--- src/rtl/adc_pkg.sv ---
`default_nettype none
// ============================================================
// adc_pkg : shared types for the 24-bit ADC acquisition path
// Rev 1.0
// ============================================================
package adc_pkg;

   localparam int ADC_BITS   = 24;
   localparam int EDGE_CNT_W = $clog2(ADC_BITS + 1);

   typedef enum logic [2:0] {
      ST_IDLE      = 3'd0,
      ST_CONVERT   = 3'd1,
      ST_WAIT_BUSY = 3'd2,
      ST_SHIFT     = 3'd3,
      ST_DELIVER   = 3'd4
   } state_e;

   typedef logic [ADC_BITS-1:0] frame_t;

endpackage
`default_nettype wire

--- src/rtl/adc_sck_gen.sv ---
`default_nettype none
// ============================================================
// adc_sck_gen : SCK divider, rising-edge strobe and edge counter
// Rev 1.0
// ============================================================
module adc_sck_gen
   import adc_pkg::*;
#(
   parameter int SCK_HALF = 2
)
(
   input  logic clk,
   input  logic rst_n,
   input  logic en_i,
   output logic sck_o,
   output logic rise_o,
   output logic done_o
);

   localparam int DIV_W = (SCK_HALF > 1) ? $clog2(SCK_HALF) : 1;

   logic [DIV_W-1:0]      div_q, div_d;
   logic                  sck_q, sck_d;
   logic [EDGE_CNT_W-1:0] edges_q, edges_d;
   logic                  half_end;

   always_comb begin
      half_end = (div_q == DIV_W'(SCK_HALF - 1));
      rise_o   = en_i && half_end && !sck_q && (edges_q < EDGE_CNT_W'(ADC_BITS));
      // done coincides with the falling edge that follows the last rise
      done_o   = en_i && half_end && sck_q && (edges_q == EDGE_CNT_W'(ADC_BITS));
      div_d    = div_q;
      sck_d    = sck_q;
      edges_d  = edges_q;
      if (!en_i) begin
         div_d   = '0;
         sck_d   = 1'b0;
         edges_d = '0;
      end else if (half_end) begin
         div_d = '0;
         sck_d = sck_q ? 1'b0 : rise_o;
         if (rise_o) begin
            edges_d = edges_q + 1'b1;
         end
      end else begin
         div_d = div_q + 1'b1;
      end
   end

   always_ff @(posedge clk or negedge rst_n) begin
      if (!rst_n) begin
         div_q   <= '0;
         sck_q   <= 1'b0;
         edges_q <= '0;
      end else begin
         div_q   <= div_d;
         sck_q   <= sck_d;
         edges_q <= edges_d;
      end
   end

   assign sck_o = sck_q;

endmodule
`default_nettype wire

--- src/rtl/adc_acq_controller.sv ---
`default_nettype none
// ============================================================
// adc_acq_controller : periodic CNV / BUSY / 24-bit SPI readout sequencer
// Rev 1.0
// ============================================================
module adc_acq_controller
   import adc_pkg::*;
#(
   parameter int CLK_FREQ     = 100_000_000,
   parameter int SMPL_FREQ    = 48_000,
   parameter int SCK_HALF     = 2,
   parameter int CNV_HIGH     = 4,
   parameter int BUSY_TIMEOUT = 1024
)
(
   input  logic                clk,
   input  logic                i_reset_n,
   input  logic                i_enable,
   input  logic                i_clr_status,
   input  logic                i_busy,
   input  logic                i_data_in,
   output logic                o_cnv,
   output logic                o_sck,
   output logic                o_rdl_sdi,
   output logic                o_chain,
   output logic [ADC_BITS-1:0] o_data,
   output logic                o_valid,
   input  logic                i_ready,
   output logic                o_overrun,
   output logic                o_timeout
);

   localparam int PERIOD = CLK_FREQ / SMPL_FREQ;
   localparam int TICK_W = (PERIOD > 1) ? $clog2(PERIOD) : 1;
   localparam int CNV_W  = (CNV_HIGH > 1) ? $clog2(CNV_HIGH) : 1;
   localparam int TO_W   = (BUSY_TIMEOUT > 1) ? $clog2(BUSY_TIMEOUT) : 1;

   state_e            state_q, state_d;
   logic [TICK_W-1:0] tick_cnt_q, tick_cnt_d;
   logic              busy_s1_q, busy_s2_q;
   logic [CNV_W-1:0]  cnv_cnt_q, cnv_cnt_d;
   logic [TO_W-1:0]   to_cnt_q, to_cnt_d;
   logic              seen_q, seen_d;
   frame_t            shift_q, shift_d;
   frame_t            data_q, data_d;
   logic              valid_q, valid_d;
   logic              cnv_q, cnv_d;
   logic              ovr_q, ovr_d;
   logic              tmo_q, tmo_d;
   logic              tick, ovr_set, tmo_set;
   logic              sck_en, sck_rise, sck_done;

   adc_sck_gen #(.SCK_HALF(SCK_HALF)) u_sck_gen (
      .clk   (clk),
      .rst_n (i_reset_n),
      .en_i  (sck_en),
      .sck_o (o_sck),
      .rise_o(sck_rise),
      .done_o(sck_done)
   );

   assign sck_en = i_enable && (state_q == ST_SHIFT);

   always_comb begin
      tick       = i_enable && (tick_cnt_q == TICK_W'(PERIOD - 1));
      tick_cnt_d = (!i_enable || tick) ? '0 : tick_cnt_q + 1'b1;
      state_d    = state_q;
      cnv_cnt_d  = cnv_cnt_q;
      to_cnt_d   = to_cnt_q;
      seen_d     = seen_q;
      shift_d    = shift_q;
      data_d     = data_q;
      valid_d    = valid_q;
      tmo_set    = 1'b0;
      // a tick that lands mid-frame is dropped and only flagged
      ovr_set    = tick && (state_q != ST_IDLE);

      if (!i_enable) begin
         state_d   = ST_IDLE;
         cnv_cnt_d = '0;
         to_cnt_d  = '0;
         seen_d    = 1'b0;
         valid_d   = 1'b0;
      end else begin
         case (state_q)
            ST_IDLE: begin
               if (tick) begin
                  state_d   = ST_CONVERT;
                  cnv_cnt_d = '0;
               end
            end
            ST_CONVERT: begin
               if (cnv_cnt_q == CNV_W'(CNV_HIGH - 1)) begin
                  state_d   = ST_WAIT_BUSY;
                  cnv_cnt_d = '0;
                  to_cnt_d  = '0;
                  seen_d    = 1'b0;
               end else begin
                  cnv_cnt_d = cnv_cnt_q + 1'b1;
               end
            end
            ST_WAIT_BUSY: begin
               if (seen_q && !busy_s2_q) begin
                  state_d  = ST_SHIFT;
                  to_cnt_d = '0;
               end else if (to_cnt_q == TO_W'(BUSY_TIMEOUT - 1)) begin
                  state_d  = ST_IDLE;
                  to_cnt_d = '0;
                  tmo_set  = 1'b1;
               end else begin
                  to_cnt_d = to_cnt_q + 1'b1;
                  if (busy_s2_q) begin
                     seen_d = 1'b1;
                  end
               end
            end
            ST_SHIFT: begin
               if (sck_rise) begin
                  shift_d = {shift_q[ADC_BITS-2:0], i_data_in};
               end
               if (sck_done) begin
                  state_d = ST_DELIVER;
                  data_d  = shift_q;
                  valid_d = 1'b1;
               end
            end
            ST_DELIVER: begin
               if (i_ready && valid_q) begin
                  state_d = ST_IDLE;
                  valid_d = 1'b0;
               end
            end
            default: state_d = ST_IDLE;
         endcase
      end

      cnv_d = (state_d == ST_CONVERT);
      ovr_d = ovr_set || (ovr_q && !i_clr_status);
      tmo_d = tmo_set || (tmo_q && !i_clr_status);
   end

   always_ff @(posedge clk or negedge i_reset_n) begin
      if (!i_reset_n) begin
         state_q    <= ST_IDLE;
         tick_cnt_q <= '0;
         busy_s1_q  <= 1'b1;
         busy_s2_q  <= 1'b1;
         cnv_cnt_q  <= '0;
         to_cnt_q   <= '0;
         seen_q     <= 1'b0;
         shift_q    <= '0;
         data_q     <= '0;
         valid_q    <= 1'b0;
         cnv_q      <= 1'b0;
         ovr_q      <= 1'b0;
         tmo_q      <= 1'b0;
      end else begin
         state_q    <= state_d;
         tick_cnt_q <= tick_cnt_d;
         busy_s1_q  <= i_busy;
         busy_s2_q  <= busy_s1_q;
         cnv_cnt_q  <= cnv_cnt_d;
         to_cnt_q   <= to_cnt_d;
         seen_q     <= seen_d;
         shift_q    <= shift_d;
         data_q     <= data_d;
         valid_q    <= valid_d;
         cnv_q      <= cnv_d;
         ovr_q      <= ovr_d;
         tmo_q      <= tmo_d;
      end
   end

   assign o_cnv     = cnv_q;
   assign o_data    = data_q;
   assign o_valid   = valid_q;
   assign o_overrun = ovr_q;
   assign o_timeout = tmo_q;
   assign o_rdl_sdi = 1'b0;
   assign o_chain   = 1'b0;

endmodule
`default_nettype wire
--- config.mk ---
export PLATFORM = sky130hd
export DESIGN_NAME = adc_acq_controller
export DESIGN_NICKNAME = d
export VERILOG_FILES = /design/src/rtl/adc_pkg.sv /design/src/rtl/adc_sck_gen.sv /design/src/rtl/adc_acq_controller.sv
export SDC_FILE = /design/constraint.sdc
export NUM_CORES = 1
export LEC_CHECK = 0
export BUFFER_PORTS_ARGS = -buffer_cell sky130_fd_sc_hd__buf_4
export CORE_MARGIN = 2
export CORE_UTILIZATION = 59
export CTS_CLUSTER_DIAMETER = 80
export DETAILED_ROUTE_END_ITERATION = 10
export PLACE_DENSITY = 0.79
export REMOVE_ABC_BUFFERS = 1
export SYNTH_ARGS = -nofsm -noshare
export SYNTH_HDL_FRONTEND = slang
export SYNTH_SLANG_ARGS = --single-unit
--- constraint.sdc ---
create_clock -name clk -period 2.25 [get_ports clk]
set_input_delay 0.1125 -clock clk [delete_from_list [all_inputs] [get_ports clk]]
set_output_delay 0.1125 -clock clk [all_outputs]
set_load 0.03 [all_outputs]
# Word-level counts from Yosys, hierarchy flattened
# Cells that the tools add are included.
[totals] ff_bits=89 in_bits=7 elab_cells=111
[op_classes] addsub=5 magnitude_cmp=1 n_eq_ne=21 n_mux=40 n_reduce_logical=28
[ops] op="two-way mux 10 bit" n=4
[ops] op="two-way mux 3 bit" n=7
[ops] op="inequality test 3 bit (second input constant)" n=7
[ops] op="case mux 10 bit (2 select lines)" n=1
[ops] op="two-way mux 1 bit" n=17
[ops] op="two-way mux 5 bit" n=3
[ops] op="case mux 3 bit (5 select lines)" n=1
[ops] op="adder 12 x 1 -> 12 bit (second input constant)" n=1
[ops] op="equality test 12 bit (second input constant)" n=1
[ops] op="logical AND 1 bit" n=12
[ops] op="two-way mux 12 bit" n=1
[ops] op="adder 10 x 1 -> 10 bit (second input constant)" n=1
[ops] op="equality test 10 bit (second input constant)" n=1
[ops] op="inequality test 3 x 1 -> 1 bit (second input constant)" n=3
[ops] op="AND reduction 3 bit" n=3
[ops] op="equality test 3 x 1 -> 1 bit (second input constant)" n=2
[ops] op="equality test 3 x 2 -> 1 bit (second input constant)" n=2
[ops] op="two-way mux 2 bit" n=3
[ops] op="AND reduction 2 bit" n=3
[ops] op="adder 5 x 1 -> 5 bit (second input constant)" n=1
[ops] op="equality test 5 bit (second input constant)" n=1
[ops] op="less-than comparator 5 bit (second input constant)" n=1
[ops] op="AND reduction 5 bit" n=1
[ops] op="logical NOT 1 bit" n=4
[ops] op="10 further kinds" n=14

# Logic depth before layout (Yosys ltp)
[logic_depth] depth_word=9 ltp_mapped=7 depth_no_buf=6

# Hierarchy
# A second synthesis with hierarchy kept.
[hier_totals] hier_cells=328 hier_area_um2=4010.1
[modules_own_cells] module="adc_acq_controller" instances=1 cells_each=290 area_per_inst_um2=3632.2 seq_area_each_um2=2054.5
[modules_own_cells] module="adc_sck_gen" instances=1 cells_each=38 area_per_inst_um2=377.9 seq_area_each_um2=175.2

# Worst setup path after synthesis
# OpenSTA, ideal clock, no wires.
[synth_timing] path_kind="reg-to-reg" startpoint="register u_sck_gen.edges_q[0]" endpoint="register data_q[10], in the netlist o_data[10]" t_arrival_ns=1.680 required_ns=2.125 slack_ns=0.445 stages_incl_launch_ff=7 n_path_buf=1 cell_sequence="dfrtp_1 inv_1 ha_1 nand4b_1 nor3_4 buf_2 mux2_2"
[synth_between] elab_chain_len=3
[synth_rtl] item="start, declared" line="adc_sck_gen.sv:24" rtl="logic [EDGE_CNT_W-1:0] edges_q, edges_d;"
[synth_rtl] item="start signal, assigned" line="adc_sck_gen.sv:58" rtl="edges_q <= edges_d;"
[synth_rtl] item="equality test 5 bit" line="adc_sck_gen.sv:31" rtl="done_o = en_i && half_end && sck_q && (edges_q == EDGE_CNT_W'(ADC_BITS));"
[synth_rtl] item="logical AND 1 bit" line="adc_sck_gen.sv:31"
[synth_rtl] item="AND reduction 3 bit (no source line)"
[synth_rtl] item="end signal, assigned" line="adc_acq_controller.sv:166" rtl="data_q <= data_d;"
[synth_rtl] item="end, declared" line="adc_acq_controller.sv:45" rtl="frame_t data_q, data_d;"
# Every way passes these cells.
# A chain may end at the register's enable or synchronous reset.

# Worst setup path in the final report
[layout_timing] startpoint="register state_q[1]" endpoint="register to_cnt_q[6]"
[layout_between] elab_chain_len=3
[layout_rtl] item="start, declared" line="adc_acq_controller.sv:38" rtl="state_e state_q, state_d;"
[layout_rtl] item="start signal, assigned" line="adc_acq_controller.sv:158" rtl="state_q <= state_d;"
[layout_rtl] item="equality test 3 x 2 -> 1 bit or equality test 3 x 1 -> 1 bit (tied branches)" line="adc_acq_controller.sv:85" rtl="case (state_q)"
[layout_rtl] item="case mux 10 bit (2 select lines), or another cell as far along" line="adc_acq_controller.sv:85"
[layout_rtl] item="two-way mux 10 bit or AND reduction 2 bit (tied branches)"
[layout_rtl] item="end signal, assigned" line="adc_acq_controller.sv:163" rtl="to_cnt_q <= to_cnt_d;"
[layout_rtl] item="end, declared" line="adc_acq_controller.sv:42" rtl="logic [TO_W-1:0] to_cnt_q, to_cnt_d;"
# Several ways; a longest one is shown, not always the timed one.

==> results by group <==
Drt
  – Wl on met1: 3.29 mm
  – Vias per inst: 5.75
  – DRT Pass-1 Iters: 4
  – DRC errors left: 0
  – Final ANT Viol Nets: 0
  – Met2 WL post-DR: 3.28 mm
  – Highest metal used: met4
  – Avg WL per Cell: 15.5 um
  – WL final: 6.95 mm
  – Met3 Routed Length: 288 um
  – DRT iter0 DRCs: 114
  – Via count: 2574

Status
  – Status: complete, no violations

GRT
  – Largest net degree at the start of global routing: 63
  – Total congestion overflow: 0
  – Vias in the first global route: 2488
  – First-pass GRT wire length: 11.8 mm
  – Initial antenna violation count: 0
  – Gr usage total: 0.201

Final layout
  – Final core utilization: 0.688
  – Ant diodes: 0
  – Ratio of cells with drive above 1 in the final layout: 0.302
  – Area grow syn2layout: 14.5%
  – Fill count: 489
  – Nets: 376
  – Final Non-Filler Cells: 448

Critical path
  – Max FO, Critical Path: 14
  – Crit Path Category: flop to flop
  – Worst setup path start: state_q[1]$_DFF_PN0_
  – CP cell instances: or3b_1, and3_1, or4_1, a21oi_1
  – Slack of the worst reg-to-reg path: 270 ps
  – Setup crit start kind: flop
  – R2R depth: 4
  – Crit-path leading delay family: simple AND/OR/NAND/NOR gates
  – Worst endpoint required time: 2520 ps
  – Buffer and inverter count on the worst path: 0
  – Worst Setup End Kind: flop
  – Reg2reg end: to_cnt_q[6]$_DFFE_PN0P_
  – Worst reg2reg startpoint: state_q[1]$_DFF_PN0_
  – Critical path's slowest cell: dfrtp_1
  – Largest stage delay on the critical path: 600 ps
  – CP arrival: 2250 ps

Floorplanning
  – DIE HEIGHT: 86.7 um
  – Die ar.: 0.00751 mm^2
  – # rows: 30
  – Die width: 86.7 um
  – CORE AREA: 0.00672 mm^2
  – IO Count: 38
  – Initial Util: 0.600

Timing
  – Slew @ Worst Pin: 761 ps
  – Endpoints failing hold: 0
  – Final worst slack: 266 ps
  – Minimum clock period: 1980 ps
  – Setup TNS: 0 ps
  – Max-slew violation count: 0
  – Setup violations, final: 0
  – Final period util: 0.882
  – RSZ-0062 raised after global routing: no
  – F_max: 504 MHz
  – Final Skew: 11.7 ps
  – Worst hold slack: 76.9 ps
  – Rel. slew slack: 0.493

Yosys
  – Top cells by area, synth: dfrtp_1 54%, mux2_4 9.3%, mux2_2 6.7%
  – FFs w/ async S/R, synth: 1.00
  – Avg Inst Size Synth: 12.5 um^2
  – Share of the synthesized area in the top cell type: 0.540
  – Flops & latches, synth: 89
  – Sequential-to-total area share from yosys stat: 0.553
  – Ys Warns: 0
  – Most frequent cell after synthesis: dfrtp_1
  – Post-synthesis cell count: 324
  – Mapped cell area: 0.00403 mm^2
  – Post-synth cell types: 52
  – Top cells by count, synth: 87 x dfrtp_1, 26 x nor2_1, 25 x mux2_4
  – Dominant cell type by area after synthesis: dfrtp_1
  – Prevailing post-synth register cell: dfrtp_1
  – Number of synthesized flops with an enable pin: 0

Worst hold path
  – Hold depth: 3
  – Hold Startpoint: i_enable
  – Hold Path Class: input port to flop
  – Hold endpoint: seen_q$_DFFE_PN0P_

Clocking
  – CTS Buffer Depth: 2
  – Post-CTS Setup Bufs: 0
  – CTS tree: done
  – Clock slew at reported path FFs: 90 ps
  – CTS sink count: 89
  – Clock latency on the worst-skew pair: 350 ps
  – Num CTS Buffers: 9
  – H-tree Lvls: 3
  – Post-CTS Resized: 0
  – Clock Root Buffer: clkbuf_8
  – # hold bufs at CTS: 4

Pwr
  – Worst IR drop on VDD: 0.435 mV
  – Pleak: 2.31 nW
  – Pwr per Cell Area: 630 mW/mm^2

Place
  – GPL Wtd Cong: 0.850
  – DP Wirelength: 4.67 mm
  – Port bufs: 35
  – Placed cells: 428
  – Pre-CTS setup slack: 297 ps

Flow run
  – Max Cap Viol: 0
-- cell type report --
class	count	area [um^2]	area share
Multi-Input combinational cell	215	1700	0.368
Inverter	5	18.8	0.00406
Clock inverter	7	103	0.0222
Clock buffer	9	124	0.0268
Timing Repair Buffer	43	345	0.0748
Sequential cell	89	2230	0.483
Tap cell	80	100	0.0217
-- metrics by stage --
| stage | power (mW) | cell area, um^2 |
|---|---|---|
| 2_1_floorplan | 1.67 | 3950 |
| 3_3_place_gp | 1.72 | 4350 |
| 3_5_place_dp | 1.72 | 4350 |
| 4_1_cts | 2.94 | 4620 |
| 5_1_grt | 3.02 | 4620 |
| 6_report | 2.91 | 4620 |
-- flip-flops by register name, indices dropped and copies added, names as in the netlist, 2 cells and up --
name / count
shift_q: 24
u_sck_gen.edges_q: 5
tick_cnt_q: 12
cnv_cnt_q: 2
o_data: 24
to_cnt_q: 10
state_q: 3
-- worst max-delay path by stage --
stage | endpoint | cells past startpoint
2_1_floorplan | o_data[0]$_DFFE_PN0P_ | 5
3_3_place_gp | shift_q[17]$_DFFE_PN0P_ | 3
3_5_place_dp | to_cnt_q[6]$_DFFE_PN0P_ | 4
4_1_cts | to_cnt_q[6]$_DFFE_PN0P_ | 4
5_1_grt | to_cnt_q[6]$_DFFE_PN0P_ | 4
6_report | to_cnt_q[6]$_DFFE_PN0P_ | 4
-- placed cells by master, fill, tap and decap left out, types with 5 or more instances in the layout --
cell / count
nand2b_1: 5
nand2_1: 19
nor3_1: 7
a31oi_1: 5
inv_1: 5
o21ai_0: 7
mux2_2: 24
mux2_4: 25
nand4_1: 5
buf_4: 38
ha_1: 6
xnor2_1: 11
nor2_1: 26
clkbuf_8: 9
dfrtp_1: 87
nand3_1: 16
-- worst reg2reg max path: stages (launching register included) --
cell	delay (ps)
dfrtp_1	600
or3b_1	410
and3_1	300
or4_1	440
a21oi_1	160
-- cells by family after synthesis --
kind of cell / after synthesis / share of synthesized area
AO/OA/AOI/OAI: 35 / 0.0592
XOR/XNOR: 13 / 0.0282
adder cells (fa/ha/maj): 6 / 0.0186
buffers and inverters: 21 / 0.0270
flip-flops: 89 / 0.553
multiplexers: 50 / 0.163
other: 1 / 0.000930
AND/OR/NAND/NOR: 109 / 0.150
-- report_power, final --
group          switching (mW)  total [mW]  leakage [nW]  internal (mW)
logic                  0.0547      0.0776         0.956         0.0230
registers             0.00633        1.61          1.23           1.61
clock network           0.581        1.22         0.116          0.639
total                   0.642        2.91          2.31           2.27
-- per-layer routing --
metal,up-vias,global-route usage
li1,1232,-
met1,1286,0.283
met2,47,0.311
met3,9,0.0371
met4,0,0.0810
met5,-,0
Note: power is estimated with default switching activity, not from simulation.
